[src/rtl/bp_nonsynth_trace_pkg.sv]
// Shared types for the trace replay engines: opcodes, engine states and a
// macro that declares the packed ROM word for a given channel/payload width.
`ifndef BP_NONSYNTH_TRACE_PKG_SV
`define BP_NONSYNTH_TRACE_PKG_SV

`define BP_DECLARE_TRACE_ROM_WORD_S(chan_width_mp, payload_width_mp) \
  typedef struct packed {                                             \
    logic [3:0]                  op;                                  \
    logic [chan_width_mp-1:0]    chan;                                \
    logic [payload_width_mp-1:0] payload;                             \
  } bp_trace_rom_word_s

package bp_nonsynth_trace_pkg;

  typedef enum logic [3:0] {
    e_op_nop    = 4'd0,
    e_op_send   = 4'd1,
    e_op_recv   = 4'd2,
    e_op_wait   = 4'd3,
    e_op_done   = 4'd4,
    e_op_finish = 4'd5
  } bp_trace_op_e;

  typedef enum logic [1:0] {
    e_exec = 2'd0,
    e_wait = 2'd1,
    e_done = 2'd2,
    e_halt = 2'd3
  } bp_trace_state_e;

endpackage

`endif

[src/rtl/bp_nonsynth_trace_watchdog.sv]
// Stall watchdog: counts enabled cycles an op stays pending without advancing
// and raises a sticky timeout flag when timeout_p is reached (0 disables it).
module bp_nonsynth_trace_watchdog #(
  parameter int timeout_p = 4096
) (
  input  logic clk_i,
  input  logic reset_i,
  input  logic en_i,
  input  logic pending_i,
  input  logic advance_i,
  output logic fire_o,
  output logic timeout_o
);

  if (timeout_p == 0) begin : g_off
    assign fire_o    = 1'b0;
    assign timeout_o = 1'b0;
  end else begin : g_on
    localparam int cnt_width_lp = $clog2(timeout_p + 1);

    logic [cnt_width_lp-1:0] cnt_reg;
    logic                    timeout_reg;

    // Fires on the cycle that would make the stall count reach timeout_p.
    assign fire_o    = en_i & pending_i & ~advance_i
                     & (cnt_reg == cnt_width_lp'(timeout_p - 1));
    assign timeout_o = timeout_reg;

    always_ff @(posedge clk_i) begin
      if (reset_i) begin
        cnt_reg     <= '0;
        timeout_reg <= 1'b0;
      end else if (en_i) begin
        if (!pending_i || advance_i)
          cnt_reg <= '0;
        else if (!fire_o)
          cnt_reg <= cnt_reg + 1'b1;
        if (fire_o)
          timeout_reg <= 1'b1;
      end
    end
  end

endmodule

[src/rtl/bp_nonsynth_trace_replay_mc.sv]
// Multi-channel ROM-driven trace replay engine (send/recv/wait/done ops).
// Define BP_TRACE_REPLAY_STOP_ON_MISMATCH_EN to halt on the first recv mismatch.
module bp_nonsynth_trace_replay_mc
  import bp_nonsynth_trace_pkg::*;
#(
  parameter  int payload_width_p  = 64,
  parameter  int num_chan_p       = 2,
  parameter  int rom_addr_width_p = 8,
  parameter  int wait_width_p     = 16,
  parameter  int timeout_p        = 4096,
  parameter  int err_cnt_width_p  = 8,
  localparam int chan_width_lp    = (num_chan_p > 1) ? $clog2(num_chan_p) : 1,
  localparam int rom_width_lp     = 4 + chan_width_lp + payload_width_p
) (
  input  logic                                  clk_i,
  input  logic                                  reset_i,
  input  logic                                  en_i,
  input  logic [num_chan_p-1:0]                 v_i,
  input  logic [num_chan_p*payload_width_p-1:0] data_i,
  output logic [num_chan_p-1:0]                 ready_and_o,
  output logic [num_chan_p-1:0]                 v_o,
  output logic [payload_width_p-1:0]            data_o,
  input  logic [num_chan_p-1:0]                 yumi_i,
  output logic [rom_addr_width_p-1:0]           rom_addr_o,
  input  logic [rom_width_lp-1:0]               rom_data_i,
  output logic                                  done_o,
  output logic                                  error_o,
  output logic                                  timeout_o,
  output logic [err_cnt_width_p-1:0]            mismatch_cnt_o
);

`ifdef BP_TRACE_REPLAY_STOP_ON_MISMATCH_EN
  localparam bit stop_on_mismatch_lp = 1'b1;
`else
  localparam bit stop_on_mismatch_lp = 1'b0;
`endif

  `BP_DECLARE_TRACE_ROM_WORD_S(chan_width_lp, payload_width_p);

  bp_trace_rom_word_s rom_word;
  assign rom_word = rom_data_i;

  bp_trace_state_e               state_reg, state_next;
  logic [rom_addr_width_p-1:0]   addr_reg, addr_next;
  logic [wait_width_p-1:0]       wait_reg, wait_next;
  logic                          done_reg, done_next;
  logic                          error_reg, error_next;
  logic [err_cnt_width_p-1:0]    mm_reg, mm_next;

  logic [payload_width_p-1:0] rx_data [num_chan_p];
  logic [num_chan_p-1:0]      chan_sel;
  logic [payload_width_p-1:0] sel_data;
  logic [wait_width_p-1:0]    wait_load;
  logic chan_ok, is_exec, is_send, is_recv;
  logic send_hit, recv_hit, op_pending, op_hit, mismatch, stray_yumi;
  logic advance, halt, wd_fire;

  for (genvar gi = 0; gi < num_chan_p; gi++) begin : g_chan
    assign rx_data[gi]  = data_i[gi*payload_width_p +: payload_width_p];
    assign chan_sel[gi] = (rom_word.chan == chan_width_lp'(gi));
  end

  always_comb begin
    sel_data = '0;
    for (int c = 0; c < num_chan_p; c++)
      if (chan_sel[c]) sel_data = rx_data[c];
  end

  assign chan_ok   = (32'(rom_word.chan) < num_chan_p);
  assign wait_load = rom_word.payload[wait_width_p-1:0];
  assign is_exec   = en_i && (state_reg == e_exec);
  assign is_send   = is_exec && (rom_word.op == e_op_send) && chan_ok;
  assign is_recv   = is_exec && (rom_word.op == e_op_recv) && chan_ok;

  assign v_o         = is_send ? chan_sel : '0;
  assign ready_and_o = is_recv ? chan_sel : '0;
  assign data_o      = rom_word.payload;

  assign send_hit   = is_send && |(yumi_i & chan_sel);
  assign recv_hit   = is_recv && |(v_i & chan_sel);
  assign op_pending = is_send | is_recv;
  assign op_hit     = send_hit | recv_hit;
  assign mismatch   = recv_hit && (sel_data != rom_word.payload);
  // A consume on any channel we are not currently offering is a DUT protocol bug.
  assign stray_yumi = en_i && |(yumi_i & ~v_o);

  always_comb begin
    state_next = state_reg;
    addr_next  = addr_reg;
    wait_next  = wait_reg;
    done_next  = done_reg;
    error_next = error_reg;
    mm_next    = mm_reg;
    advance    = 1'b0;
    halt       = 1'b0;

    if (en_i) begin
      case (state_reg)
        e_exec: begin
          case (rom_word.op)
            e_op_nop: advance = 1'b1;
            e_op_send, e_op_recv: begin
              if (!chan_ok)
                halt = 1'b1;
              else if (op_hit) begin
                if (mismatch && stop_on_mismatch_lp) halt = 1'b1;
                else                                 advance = 1'b1;
              end
            end
            e_op_wait: begin
              if (wait_load == '0)
                advance = 1'b1;
              else begin
                wait_next  = wait_load;
                state_next = e_wait;
              end
            end
            e_op_done, e_op_finish: begin
              done_next  = 1'b1;
              state_next = e_done;
            end
            default: halt = 1'b1;
          endcase
        end
        e_wait: begin
          wait_next = wait_reg - 1'b1;
          if (wait_reg == wait_width_p'(1)) advance = 1'b1;
        end
        default: ;
      endcase
    end

    // Running off the end of the ROM is a trace bug, not a wrap.
    if (advance) begin
      if (&addr_reg)
        halt = 1'b1;
      else begin
        addr_next  = addr_reg + 1'b1;
        state_next = e_exec;
      end
    end
    if (wd_fire) halt = 1'b1;
    if (halt) begin
      error_next = 1'b1;
      state_next = e_halt;
    end
    if (mismatch) begin
      error_next = 1'b1;
      if (~&mm_reg) mm_next = mm_reg + 1'b1;
    end
    if (stray_yumi) error_next = 1'b1;
  end

  always_ff @(posedge clk_i) begin
    if (reset_i) begin
      state_reg <= e_exec;
      addr_reg  <= '0;
      wait_reg  <= '0;
      done_reg  <= 1'b0;
      error_reg <= 1'b0;
      mm_reg    <= '0;
    end else begin
      state_reg <= state_next;
      addr_reg  <= addr_next;
      wait_reg  <= wait_next;
      done_reg  <= done_next;
      error_reg <= error_next;
      mm_reg    <= mm_next;
    end
  end

  bp_nonsynth_trace_watchdog #(
    .timeout_p(timeout_p)
  ) watchdog (
    .clk_i    (clk_i),
    .reset_i  (reset_i),
    .en_i     (en_i),
    .pending_i(op_pending),
    .advance_i(op_hit),
    .fire_o   (wd_fire),
    .timeout_o(timeout_o)
  );

  assign rom_addr_o     = addr_reg;
  assign done_o         = done_reg;
  assign error_o        = error_reg;
  assign mismatch_cnt_o = mm_reg;

endmodule

[config.mk]
export PLATFORM = sky130hd
export DESIGN_NAME = bp_nonsynth_trace_replay_mc
export DESIGN_NICKNAME = d
export VERILOG_FILES = /design/src/rtl/bp_nonsynth_trace_pkg.sv /design/src/rtl/bp_nonsynth_trace_watchdog.sv /design/src/rtl/bp_nonsynth_trace_replay_mc.sv
export SDC_FILE = /design/constraint.sdc
export NUM_CORES = 1
export LEC_CHECK = 0
export CORE_ASPECT_RATIO = 1.1
export CORE_MARGIN = 3
export CORE_UTILIZATION = 38
export DETAILED_ROUTE_END_ITERATION = 10
export PLACE_DENSITY = 0.83
export SKIP_LAST_GASP = 1
export SLEW_MARGIN = 20
export SYNTH_ARGS = -nofsm -noshare
export SYNTH_HDL_FRONTEND = slang
export SYNTH_SLANG_ARGS = --single-unit
export TNS_END_PERCENT = 10
[constraint.sdc]
create_clock -name clk_i -period 3 [get_ports clk_i]
set_input_delay 0.6 -clock clk_i [delete_from_list [all_inputs] [get_ports clk_i]]
set_output_delay 0.6 -clock clk_i [all_outputs]
set_load 0.005 [all_outputs]
======== Yosys cells after proc, flatten, opt, wreduce, memory -nomap -nowiden ========
Cells that the tools add are included.
storage, ports and cells
  word-level logic and storage cells ...... 95
  bits in registers ....................... 50
  output and inout port bits .............. 87
cells by class
  $add $sub $neg .......................... 4
  mux-type cells .......................... 30
  equal/unequal tests ..................... 12
  reduce and logical (&&, ||, !) cells .... 28
  bitwise gates (word level) .............. 13
operators with widths
  operator                 count
  $mux W64                 1
  $ne A64 B64 Y1           1
  $mux W16                 2
  $pmux W16 S2             1
  $mux W13                 2
  $add A8 B1 Y8 const B    2
  $eq A16 B1 Y1 const B    1
  $logic_not A16 Y1        1
  $mux W2                  8
  $reduce_and A8 Y1        2
  $sub A16 B1 Y16 const B  1
  $add A13 B1 Y13 const B  1
  $eq A13 B12 Y1 const B   1
  $mux W1                  13
  $reduce_or A2 Y1         5
  $eq A4 B2 Y1 const B     2
  $eq A4 B3 Y1 const B     2
  $reduce_and A2 Y1        4
  $logic_and A1 B1 Y1      7
  $and A2 B2 Y2            3
  $reduce_or A6 Y1         1
  $eq A4 B1 Y1 const B     1
  $logic_not A4 Y1         1
  $ne A2 B2 Y1 const B     2
  other kinds (16)         22

======== Depth between registers and ports, before layout ========
  word-level depth ........................ 14
  mapped depth ............................ 11

======== Cells and area by module ========
Synthesis repeated with hierarchy kept, for this count alone.
unflattened totals
  cells, all modules ...................... 594
  area total of the unflattened synthesis .. 4875.9 µm²
by module, submodules not included
  module                       area each (µm²)  cells each  times used
  bp_nonsynth_trace_replay_mc  4073.9           502         1
  bp_nonsynth_trace_watchdog   802.0            92          1

======== Least setup slack after synthesis ========
OpenSTA, ideal clock, no wires.
  kind .................................... input to register
  start ................................... in rom_data_i[64]
  end ..................................... reg error_reg (netlist: error_o)
  required time ........................... 2.875 ns
  setup time .............................. 0.125 ns
  cell stages on the path ................. 10
  buffers on the path ..................... 3
  arrival time ............................ 2.457 ns
  setup slack ............................. 0.418 ns
  path through ............................ buf_6 buf_2 mux2i_1 xnor2_1 nor4_1 nand4_1 nor4_2 buf_4 nor2_1 o41a_1
on the way
  longest elaborated chain between the ends .. 12
  elaborated cells on any way between the ends .. 28
  those cells by class .................... eq/ne: 1; mux: 10; bitwise: 9; reduce/logical: 8
RTL lines
  element                                        line                                                                  text
  from (decl)                                    bp_nonsynth_trace_replay_mc.sv:25                                     input logic [rom_width_lp-1:0] rom_data_i,
  $not A1 Y1                                     bp_nonsynth_trace_replay_mc.sv:60                                     assign chan_sel[gi] = (rom_word.chan == chan_width_lp'(gi));
  $and A2 B2 Y2, on equally long branches        bp_nonsynth_trace_replay_mc.sv:79, bp_nonsynth_trace_replay_mc.sv:80
  $reduce_or A2 Y1, on equally long branches     bp_nonsynth_trace_replay_mc.sv:79, bp_nonsynth_trace_replay_mc.sv:80
  $logic_and A1 B1 Y1, on equally long branches  bp_nonsynth_trace_replay_mc.sv:79, bp_nonsynth_trace_replay_mc.sv:80
  $or A1 B1 Y1                                   bp_nonsynth_trace_replay_mc.sv:82                                     assign op_hit = send_hit | recv_hit;
  $mux W1                                        bp_nonsynth_trace_replay_mc.sv:105                                    else if (op_hit) begin
  $pmux W1 S3                                    bp_nonsynth_trace_replay_mc.sv:100                                    case (rom_word.op)
  $pmux W1 S2                                    bp_nonsynth_trace_replay_mc.sv:98                                     case (state_reg)
  $mux W1                                        bp_nonsynth_trace_replay_mc.sv:97                                     if (en_i) begin
  $mux W1                                        bp_nonsynth_trace_replay_mc.sv:134                                    if (advance) begin
  $mux W1                                        bp_nonsynth_trace_replay_mc.sv:142                                    if (wd_fire) halt = 1'b1;
  $reduce_bool A3 Y1 (no line)                   --
  to (signal assigned)                           bp_nonsynth_trace_replay_mc.sv:167                                    error_reg <= error_next;
  to (decl)                                      bp_nonsynth_trace_replay_mc.sv:47                                     logic error_reg, error_next;
Parallel ways exist; a longest one is shown, timed or not.
A chain may end at the register's enable or synchronous reset.

======== Worst setup path in the final report ========
  start ................................... in en_i
  end ..................................... out v_o[0]
on the way
  longest elaborated chain between the ends .. 3
RTL lines
  element              line                               text
  from (decl)          bp_nonsynth_trace_replay_mc.sv:17  input logic en_i,
  $logic_and A1 B1 Y1  bp_nonsynth_trace_replay_mc.sv:71  assign is_exec = en_i && (state_reg == e_exec);
  $logic_and A1 B1 Y1  bp_nonsynth_trace_replay_mc.sv:72  assign is_send = is_exec && (rom_word.op == e_op_send) && chan_ok;
  $mux W2              bp_nonsynth_trace_replay_mc.sv:75  assign v_o = is_send ? chan_sel : '0;
  to (decl)            bp_nonsynth_trace_replay_mc.sv:21  output logic [num_chan_p-1:0] v_o,
Every way passes these cells.

==> results summary <==
The number of hold violations in the final report is 0. The layout-stage area growth over the synthesis result came out at 64.1%. The simple logic cell fraction of the synthesized area came out at 20.8%. The clock latency of the later-clocked register in the worst-skew pair came out at 0.29 ns. Setup repair after global routing could not meet its margin everywhere.

The largest family of logic cells by synthesized area is simple AND/OR/NAND/NOR gates. TritonCTS built the clock tree. The gate count after technology mapping is 567.

The post-layout total power came out at 0.00238 W. The iteration-0 DRC count of the detailed router is 482. The share of the core filled with cells is 65.0%. The compound-cell area share of the yosys netlist came out at 11.0%.

The cell area after placement is 0.00736 sq mm. Summed over its instances, the top area cell type makes up 21.7% of the synthesized netlist area. The register with the most flip-flops in the layout has 16 of them. Traced cell by cell, the critical path runs through clkdlybuf4s50_1 > nand2b_1 > or4_4 > nor3_1 > clkdlybuf4s50_1. In this run, CTS created clock tree buffers numbering 5. The initial core utilization is 39.6%. The highest attainable clock frequency is 334 MHz.

The area of the mapped netlist came out at 0.00461 sq mm. The data arrival time of the critical path is 2.39 ns. The number of clock sinks is 50. Counting every net in the synthesized netlist gives 776. The initial antenna violation count came out at 0. The cell with the largest stage delay on the worst path is clkdlybuf4s50_1. Once detailed placement completed, the half-perimeter wirelength came to 15.5 mm. The highest metal layer carrying signal wires in the routed design is met4.

The leakage power of the design came out at 2.86 nW. After clock tree synthesis, the clock-pin slew on the worst setup and hold paths is 0.07 ns. The final instance count without filler cells is 962. The final antenna diode count came out at 0. For this run, the total global-route usage over all layers was measured as 25.8%.

Along the worst path, the maximum fanout reaches 3. The die is 111 um wide. STA classifies the critical path endpoint as a primary output.

Of the total synthesized cell area, the portion taken by XOR and XNOR cells is 15.0%. The gate family responsible for the most delay along the worst path is buffers and inverters. The worst-case clock buffer depth is 2. The maximum vdd ir drop is 0.274 mV.

The post-synthesis async set-or-reset flop share came out at 0%. For this run, the leading register cell type out of synthesis is dfxtp_1. The remaining global-route overflow is 0. The worst endpoint required time is 2.40 ns. The final count of pins violating max slew was 0.

The synthesized netlist devotes 1.36% of its cell area to adder and majority cells. The count of buffers added on input and output ports is 290. The worst setup path is of the input port to primary output kind. The worst setup path is launched from an input port.

The yosys synthesis warning count is 0. The first global-routing pass estimated 28.0 mm of wire. The length of the first detailed-routing pass in iterations came out at 5. The routability-driven placement congestion ratio is 0.978. The post-route netlist has 6.53% of its cells at a drive strength greater than 1. The worst clock skew is 0.00544 ns. The H-tree was split into 2 levels. The detailed router put a total of 7.78 mm of wire on met1.

291 I/O pins were placed. The mean instance size in the synthesized netlist is 8.14 sq um. Power spread over the standard cell area amounts to 315 mW/mm^2.

The transition time at the pin with the least slew margin came out at 0.529 ns. The cell that appears most often on the critical path is clkdlybuf4s50_1. The max-capacitance violation count is 0. The cell count after placement came out at 954. After synthesis, the cell types taking the most area are dfxtp_1 (22%), mux2i_1 (15%), xnor2_1 (13%). The number of distinct standard cells referenced by the synthesized netlist is 52. The number of enable-type register cells in the synthesized netlist came out at 0.

The number of flip-flops and latches in the synthesized netlist is 50. The detailed-route vias per instance came out at 5.24. Leaving out fill and tap cells, the most frequent cells in the layout are clkdlybuf4s50_1 (289), mux2i_1 (68), xnor2_1 (67), dfxtp_1 (50), nor2_1 (46). The maximum number of pins on one net before global-route repair came out at 28. The floorplan die height is 122 um. The worst path uses 99.8% of the clock period.

The number of global-route vias before repair came out at 5095. The largest total area in the synthesized netlist belongs to dfxtp_1. The die outline area came out at 0.0135 sq mm. The tightest slew margin relative to the limit is 64.4%. The run finished with clean final reports. The tightest min-delay check is of the register to register type.

The total number of placement rows is 41. The count of nets left with antenna violations after detail routing came out at 0. The average wire per standard cell came out at 19.3 um.

After detailed routing, the number of remaining DRC violations is 0. The final wirelength is 18.6 mm. The count of hold buffers inserted by post-cts repair is 0. Setup violations remaining at the end of the flow were counted as 0. The total core area is 0.0116 sq mm.

The net count reported at finish came out at 1020. The total buffers and inverters traversed by the critical path came out at 2. The share of synthesized area spent on multiplexers came out at 16.2%. The final critical-path required period is 2.99 ns.

The delay of the slowest critical-path stage came out at 0.54 ns. The routed wire length on met3 came out at 1.23 mm. Summing the sequential cell areas from Yosys gives 21.7% of the chip area. The root buffer cell chosen for the clock tree is clkbuf_16. The post-layout instance area came out at 0.00757 sq mm.

The routed length on met2 is 9.25 mm. Detailed routing inserted a total of 5041 vias. The library cell used most frequently in the layout, excluding fill and tap cells, is clkdlybuf4s50_1.
[cell type report]
class	instances	area, sq um
Clock buffer	6	139
Clock inverter	2	60.1
Fill cell	966	4070
Inverter	10	37.5
Multi-Input combinational cell	422	2980
Sequential cell	50	1000
Tap cell	150	188
Timing Repair Buffer	322	3170
[timing repair]
item,4_1_cts,5_1_grt
buffers inserted,0,0
setup endpoints to repair,2,4
gates resized for setup,1,1
cloned,0,0
endpoints found under the hold margin,0,0
[worst paths after layout]
check	slack, ns	end	start	cells past startpoint
worst max-delay path	0.007	v_o[0]	en_i	5
worst min-delay path	0.47	watchdog.timeout_o$_SDFFE_PP0P_	watchdog.timeout_o$_SDFFE_PP0P_	1
worst max register to register	0.38	wait_reg[14]$_SDFFE_PP0P_	wait_reg[0]$_SDFFE_PP0P_	9
worst min register to register	0.47	watchdog.timeout_o$_SDFFE_PP0P_	watchdog.timeout_o$_SDFFE_PP0P_	1
[worst register-to-register path: cells and delay by family (launching register included)]
kind	cells	cell delay (ns)
flip-flops	1	0.34
AO/OA/AOI/OAI	2	0.35
adder cells (fa/ha/maj)	1	0.23
AND/OR/NAND/NOR	5	1.50
buffers and inverters	1	0.11
[kinds of logic (layout without fill, tap and decap cells)]
family | count (synthesis) | in the layout
simple gates | 186 | 186
mux | 74 | 74
flops | 50 | 50
compound gates | 78 | 78
xor+xnor | 79 | 79
buf+inv | 95 | 340
fa+ha+maj | 5 | 5
[per-stage QoR]
step | setup slack (ns) | TNS [ns] | hold WS [ns]
floorplan | 0.418 | 0 | 0.429
global placement | -0.0293 | -0.107 | 0.454
detailed placement | -0.0375 | -0.192 | 0.460
CTS | 0.00362 | 0 | 0.477
global route | -0.0507 | -0.0849 | 0.487
finish | 0.00681 | 0 | 0.469
[report_power, final]
group / internal (W) / switching (W) / leakage (nW)
registers: 0.000688 / 0.0000296 / 0.405
logic: 0.000540 / 0.000379 / 2.36
clock network: 0.000501 / 0.000245 / 0.0971
total: 0.00173 / 0.000654 / 2.86
[synth_stat cells (5+ instances only)]
cell       n
mux2_2     6
o21ai_0   14
nor2_1    46
clkbuf_1  11
buf_6      5
a211oi_1   6
ha_1       5
o22ai_1    6
buf_4     66
nor4_1    25
and3_1     6
dfxtp_1   50
nor2b_1    9
nand2_1   38
inv_1     10
nor3_1    13
mux2i_1   68
xnor2_1   67
nand2b_1   5
nand4_1   16
nand3_1    5
a21oi_1   24
or3_1     11
xor2_1    12
[routing by layer]
metal	up-vias	track usage [%]
met3	22	4.07
met1	2350	33.3
met5	-	0
met2	226	46.2
li1	2443	-
met4	0	4.94
No activity file was read; power rests on OpenSTA's default activity.
